[config.mk]
export PLATFORM = sky130hd
export DESIGN_NAME = spi_cs_arbiter
export DESIGN_NICKNAME = d
export VERILOG_FILES = /design/src/rtl/spi_cs_arbiter.sv
export SDC_FILE = /design/constraint.sdc
export NUM_CORES = 1
export LEC_CHECK = 0
export ABC_AREA = 1
export CORE_ASPECT_RATIO = 0.9
export CORE_MARGIN = 2
export CORE_UTILIZATION = 30
export CTS_CLUSTER_SIZE = 14
export DETAILED_ROUTE_END_ITERATION = 7
export DONT_BUFFER_PORTS = 1
export PLACE_DENSITY = 0.42
export SKIP_CTS_REPAIR_TIMING = 1
export SYNTH_ARGS = -nofsm -noshare
export SYNTH_HDL_FRONTEND = slang
export SYNTH_SLANG_ARGS = --single-unit
[constraint.sdc]
create_clock -name clk -period 1.3 [get_ports clk]
set_input_delay 0.13 -clock clk [delete_from_list [all_inputs] [get_ports clk]]
set_output_delay 0.13 -clock clk [all_outputs]
set_load 0.02 [all_outputs]
[src/rtl/spi_cs_arbiter.sv]
// Two-requester round-robin front end for the 16-bit SPI master: owns the chip selects,
// enforces setup/hold/gap timing and keeps cs_n low across multi-word transactions.
module spi_cs_arbiter #(
    parameter int NCS      = 4,
    parameter int CSW      = 2,
    parameter int CS_SETUP = 2,
    parameter int CS_HOLD  = 2,
    parameter int CS_GAP   = 1
) (
    input  logic           clk,
    input  logic           rst,
    input  logic           a_req,
    input  logic [CSW-1:0] a_cs,
    input  logic [15:0]    a_tx,
    input  logic           a_both,
    input  logic           a_last,
    output logic           a_ack,
    output logic           a_done,
    input  logic           b_req,
    input  logic [CSW-1:0] b_cs,
    input  logic [15:0]    b_tx,
    input  logic           b_both,
    input  logic           b_last,
    output logic           b_ack,
    output logic           b_done,
    output logic [15:0]    rx,
    output logic           m_we,
    output logic           m_both,
    output logic [15:0]    m_tx,
    input  logic [15:0]    m_rx,
    input  logic           m_running,
    output logic [NCS-1:0] cs_n,
    output logic           busy
);

    typedef enum logic [2:0] {
        S_FLUSH, S_IDLE, S_SETUP, S_ISSUE, S_LAUNCH, S_WAIT, S_HOLD, S_GAP
    } state_t;

    localparam int CMAX  = (CS_SETUP > CS_HOLD) ? ((CS_SETUP > CS_GAP) ? CS_SETUP : CS_GAP)
                                                : ((CS_HOLD > CS_GAP) ? CS_HOLD : CS_GAP);
    localparam int CNT_W = $clog2(CMAX + 1);

    state_t           state_q, state_d;
    logic [CNT_W-1:0] cnt_q, cnt_d;
    logic             owner_q, owner_d;          // 0 = A, 1 = B
    logic             last_owner_q, last_owner_d;
    logic [CSW-1:0]   cs_sel_q, cs_sel_d;
    logic             last_q, last_d;
    logic [NCS-1:0]   cs_n_q, cs_n_d;
    logic             m_we_q, m_we_d;
    logic             m_both_q, m_both_d;
    logic [15:0]      m_tx_q, m_tx_d;
    logic             a_ack_q, a_ack_d, b_ack_q, b_ack_d;
    logic             a_done_q, a_done_d, b_done_q, b_done_d;
    logic [15:0]      rx_q, rx_d;
    logic             busy_q, busy_d;

    logic             own_req, own_both, own_last;
    logic [15:0]      own_tx;

    assign own_req  = owner_q ? b_req  : a_req;
    assign own_tx   = owner_q ? b_tx   : a_tx;
    assign own_both = owner_q ? b_both : a_both;
    assign own_last = owner_q ? b_last : a_last;

    // An index with no matching output leaves every select high.
    function automatic logic [NCS-1:0] cs_decode(input logic [CSW-1:0] idx);
        logic [NCS-1:0] r;
        for (int i = 0; i < NCS; i++) begin
            r[i] = (idx != CSW'(i));
        end
        return r;
    endfunction

    always_comb begin
        state_d      = state_q;
        cnt_d        = cnt_q;
        owner_d      = owner_q;
        last_owner_d = last_owner_q;
        cs_sel_d     = cs_sel_q;
        last_d       = last_q;
        cs_n_d       = cs_n_q;
        m_tx_d       = m_tx_q;
        m_both_d     = m_both_q;
        rx_d         = rx_q;
        m_we_d       = 1'b0;
        a_ack_d      = 1'b0;
        b_ack_d      = 1'b0;
        a_done_d     = 1'b0;
        b_done_d     = 1'b0;

        case (state_q)
            S_FLUSH: begin
                if (!m_running) state_d = S_IDLE;
            end
            S_IDLE: begin
                if (a_req && (!b_req || last_owner_q)) begin
                    owner_d      = 1'b0;
                    last_owner_d = 1'b0;
                    cs_sel_d     = a_cs;
                    cnt_d        = '0;
                    state_d      = S_SETUP;
                end else if (b_req) begin
                    owner_d      = 1'b1;
                    last_owner_d = 1'b1;
                    cs_sel_d     = b_cs;
                    cnt_d        = '0;
                    state_d      = S_SETUP;
                end
            end
            S_SETUP: begin
                cs_n_d = cs_decode(cs_sel_q);
                if (cnt_q == CNT_W'(CS_SETUP - 1)) begin
                    cnt_d   = '0;
                    state_d = S_ISSUE;
                end else begin
                    cnt_d = cnt_q + CNT_W'(1);
                end
            end
            S_ISSUE: begin
                if (!own_req) begin
                    cnt_d   = '0;
                    state_d = S_HOLD;
                end else if (!m_running) begin
                    m_we_d   = 1'b1;
                    m_tx_d   = own_tx;
                    m_both_d = own_both;
                    a_ack_d  = ~owner_q;
                    b_ack_d  = owner_q;
                    last_d   = own_last;
                    state_d  = S_LAUNCH;
                end
            end
            // The master raises m_running only one cycle after it sees m_we.
            S_LAUNCH: begin
                state_d = S_WAIT;
            end
            S_WAIT: begin
                if (!m_running) begin
                    a_done_d = ~owner_q;
                    b_done_d = owner_q;
                    rx_d     = m_rx;
                    cnt_d    = '0;
                    state_d  = last_q ? S_HOLD : S_ISSUE;
                end
            end
            S_HOLD: begin
                if (cnt_q == CNT_W'(CS_HOLD - 1)) begin
                    cs_n_d  = '1;
                    cnt_d   = '0;
                    state_d = S_GAP;
                end else begin
                    cnt_d = cnt_q + CNT_W'(1);
                end
            end
            S_GAP: begin
                if (cnt_q == CNT_W'(CS_GAP - 1)) begin
                    cnt_d   = '0;
                    state_d = S_IDLE;
                end else begin
                    cnt_d = cnt_q + CNT_W'(1);
                end
            end
            default: state_d = S_FLUSH;
        endcase

        busy_d = (state_d != S_IDLE);
    end

    always_ff @(posedge clk) begin
        if (rst) begin
            state_q      <= S_FLUSH;
            cnt_q        <= '0;
            owner_q      <= 1'b0;
            last_owner_q <= 1'b1;
            cs_sel_q     <= '0;
            last_q       <= 1'b0;
            cs_n_q       <= '1;
            m_we_q       <= 1'b0;
            m_both_q     <= 1'b0;
            m_tx_q       <= '0;
            a_ack_q      <= 1'b0;
            b_ack_q      <= 1'b0;
            a_done_q     <= 1'b0;
            b_done_q     <= 1'b0;
            rx_q         <= '0;
            busy_q       <= 1'b0;
        end else begin
            state_q      <= state_d;
            cnt_q        <= cnt_d;
            owner_q      <= owner_d;
            last_owner_q <= last_owner_d;
            cs_sel_q     <= cs_sel_d;
            last_q       <= last_d;
            cs_n_q       <= cs_n_d;
            m_we_q       <= m_we_d;
            m_both_q     <= m_both_d;
            m_tx_q       <= m_tx_d;
            a_ack_q      <= a_ack_d;
            b_ack_q      <= b_ack_d;
            a_done_q     <= a_done_d;
            b_done_q     <= b_done_d;
            rx_q         <= rx_d;
            busy_q       <= busy_d;
        end
    end

    assign cs_n   = cs_n_q;
    assign m_we   = m_we_q;
    assign m_both = m_both_q;
    assign m_tx   = m_tx_q;
    assign a_ack  = a_ack_q;
    assign b_ack  = b_ack_q;
    assign a_done = a_done_q;
    assign b_done = b_done_q;
    assign rx     = rx_q;
    assign busy   = busy_q;

endmodule

==> summary.md <==
| Metric | Value |
|---|---|
| ANT nets after route | 0 |
| Largest family of logic cells by synthesized area | simple AND/OR/NAND/NOR gates |
| # setup viols final | 0 |
| Worst hold slack | -135.0 ps |
| Final instance area | 3113 sq um |
| Critical-path cell list | buf_4 > nand3_4 > inv_4 > nand3_4 > clkbuf_16 > o21ai_2 > a21oi_2 |
| Synth Warn # | 0 |
| H-tree levels | 2 |
| Initial antenna violation count | 0 |
| CTS tree | built |
| Maximum clock frequency | 806.5 MHz |
| CP most frequent cell | nand3_4 |
| CP startpoint kind | flip-flop |
| Worst stage delay on the critical path | 380 ps |
| Vias in the first global route | 1979 |
| Synthesized net count | 414 |
| Relative slew slack | 0.7167 |
| I/O Pins | 104 |
| Most frequent cells in the layout | nand2_1, nor2_1, dfxtp_1 |
| Syn avg cell area | 6.853 sq um |
| Row count | 30 |
| Critical-path maximum fanout | 5 |
| Sequential fraction of the synthesis area | 0.4424 |
| Initial DRC count | 46 |
| Power Total | 3798 uW |
| Outcome | finished with violations |
| DRC viols | 0 |
| Die Span X | 98.25 um |
| CORE AREA | 7657 sq um |
| PortBufs | 0 |
| Area growth syn-to-layout | 29.79% |
| Worst Path Arrival | 1450 ps |
| Final wirelength | 6390 um |
| Compound-cell area share of the yosys netlist | 0.1560 |
| Clock Path Buffers | 2 |
| Die area | 8727 sq um |
| Critical path's slowest cell | dfxtp_4 |
| Post-Synth XOR/XNOR Area | 0 |
| Simple-gate portion of the synthesized area | 0.2765 |
| Crit Path Class | reg -> reg |
| Maximum vdd drop | 0.4609 mV |
| Tcrit/Tclk final | 0.9538 |
| Largest net degree at the start of global routing | 42 |
| Worst endpoint required time | 1510 ps |
| Vias/cell | 4.656 |
| Commonest non-fill, non-tap cell in the layout | nand2_1 |
| Hold Crit Class | in -> reg |
| Synth unique cells | 22 |
| Final hold vios | 13 |
| Hpwl dp | 4183 um |
| Clock Latency Late Sink | 310 ps |
| Antenna Diode Count | 0 |
| RD Place Congestion | 0.7962 |
| Pins Over Slew Limit | 0 |
| Critical Path End Type | flip-flop |
| Min cycle time layout | 1240 ps |
| Wire per inst | 13.31 um |
| Total clock sinks | 53 |
| Adder-cell share of the synthesized area | 0.01565 |
| Clock transition at the registers of the reported paths | 100 ps |
| Clock tree root buffer cell | clkbuf_8 |
| Starting density of the core | 0.3132 |
| Die H | 88.83 um |
| RSZ-0062 raised after global routing | yes |
| P_leak | 0.001359 uW |
| Tot GR Track Use | 0.1350 |
| Failing checks | hold timing |
| Vias | 2235 |
| Grt total ovfl | 0 |
| Post-Syn Area | 2399 sq um |
| Share of layout cells above drive strength 1 | 0.1875 |
| Syn Inst Count | 350 |
| Mux contribution to synthesized area | 0 |
| Seq cells post-synth | 53 |
| DRT Pass-1 Iters | 4 |
| CTS Buf Count | 5 |
| Max-Cap Viols | 0 |
| First-pass GRT wire length | 9439 um |
| Placed cell area | 2565 sq um |
| Worst Max-Slew Pin Slew | 425.0 ps |
| Clk_skew | 12.60 ps |
| Nets | 447 |
| PwrDens | 1220 nW/um^2 |
cells by family after synthesis:
kind of cell | after synthesis
buffers and inverters | 59
adder cells (fa/ha/maj) | 3
AND/OR/NAND/NOR | 163
AO/OA/AOI/OAI | 72
flip-flops | 53
layout make-up:
type                       count  area [sq um]
fill                         806          4544
multi-input combinational    238          1192
sequential                    53          1079
timing repair buffer          44         440.4
inverter                      41         166.4
tap                           96         120.1
clock buffer                   5         68.82
clock inverter                 3         46.29
per-layer routing:
layer  wire [um]  track usage  up-vias
li1            -            -     1168
met1        2960       0.1729     1004
met2        2991       0.2229       56
met3         368      0.04265        7
met4          68      0.03736        0
met5           0            0        -
cell usage after synthesis:
| cell | instances | area, sq um |
|---|---|---|
| o211ai_1 | 1 | 7.510 |
| nand3_2 | 3 | 30.03 |
| a21oi_1 | 23 | 115.1 |
| clkbuf_2 | 2 | 10.01 |
| o22ai_1 | 1 | 6.260 |
| nor2_1 | 53 | 198.9 |
| o21ai_0 | 43 | 215.2 |
| clkbuf_1 | 7 | 26.28 |
| inv_1 | 38 | 142.6 |
| buf_6 | 3 | 33.78 |
| nand3_1 | 14 | 70.07 |
| nand2_1 | 87 | 326.6 |
| ha_1 | 3 | 37.54 |
| dfxtp_1 | 53 | 1061 |
| clkbuf_8 | 1 | 13.76 |
| nor2_4 | 1 | 11.26 |
| inv_2 | 3 | 11.26 |
| or2_2 | 1 | 6.260 |
| buf_2 | 5 | 25.02 |
| o21ai_2 | 2 | 17.52 |
| nor3_1 | 4 | 20.02 |
| a31oi_1 | 2 | 12.51 |
critical path, delay by kind of cell, from the launching register on:
family | cells | cell delay (ps)
compound gates | 2 | 160
buf+inv | 3 | 400
flops | 1 | 380
simple gates | 2 | 210
path summary, 6_finish.rpt:
path	startpoint	end	slack [ps]	cells after the start
min	rst	owner_q	-130	1
max	state_q[0]	m_tx[15]	60	7
min reg2reg	last_q	last_q	490	2
max reg2reg	state_q[0]	m_tx[15]	60	7
state kept, by name, indices dropped and copies added, names as in the netlist:
register,count
busy,1
m_both,1
rx,16
m_we,1
b_done,1
cnt_q,2
last_owner_q,1
m_tx,16
b_ack,1
cs_sel_q,2
state_q,3
last_q,1
cs_n,4
owner_q,1
a_done,1
a_ack,1
per-stage QoR:
| stage | worst slack [ps] | instances | util | TNS, ps |
|---|---|---|---|---|
| CTS | -41.52 | 455 | 0.3500 | -168.0 |
| global route | -28.18 | 480 | 0.4065 | -150.3 |
| global placement | -8.330 | 447 | 0.3350 | -13.87 |
| finish | 60.07 | 480 | 0.4065 | 0 |
| floorplan | 62.13 | 350 | - | 0 |
| detailed placement | -21.97 | 447 | 0.3350 | -56.10 |
power by group:
group,switching (uW),internal [uW],total (uW),leakage [uW]
clock,575,577,1150,0.0000543
combinational,430,351,781,0.000872
sequential,143,1720,1860,0.000433
(Power assumes the default switching activity.)
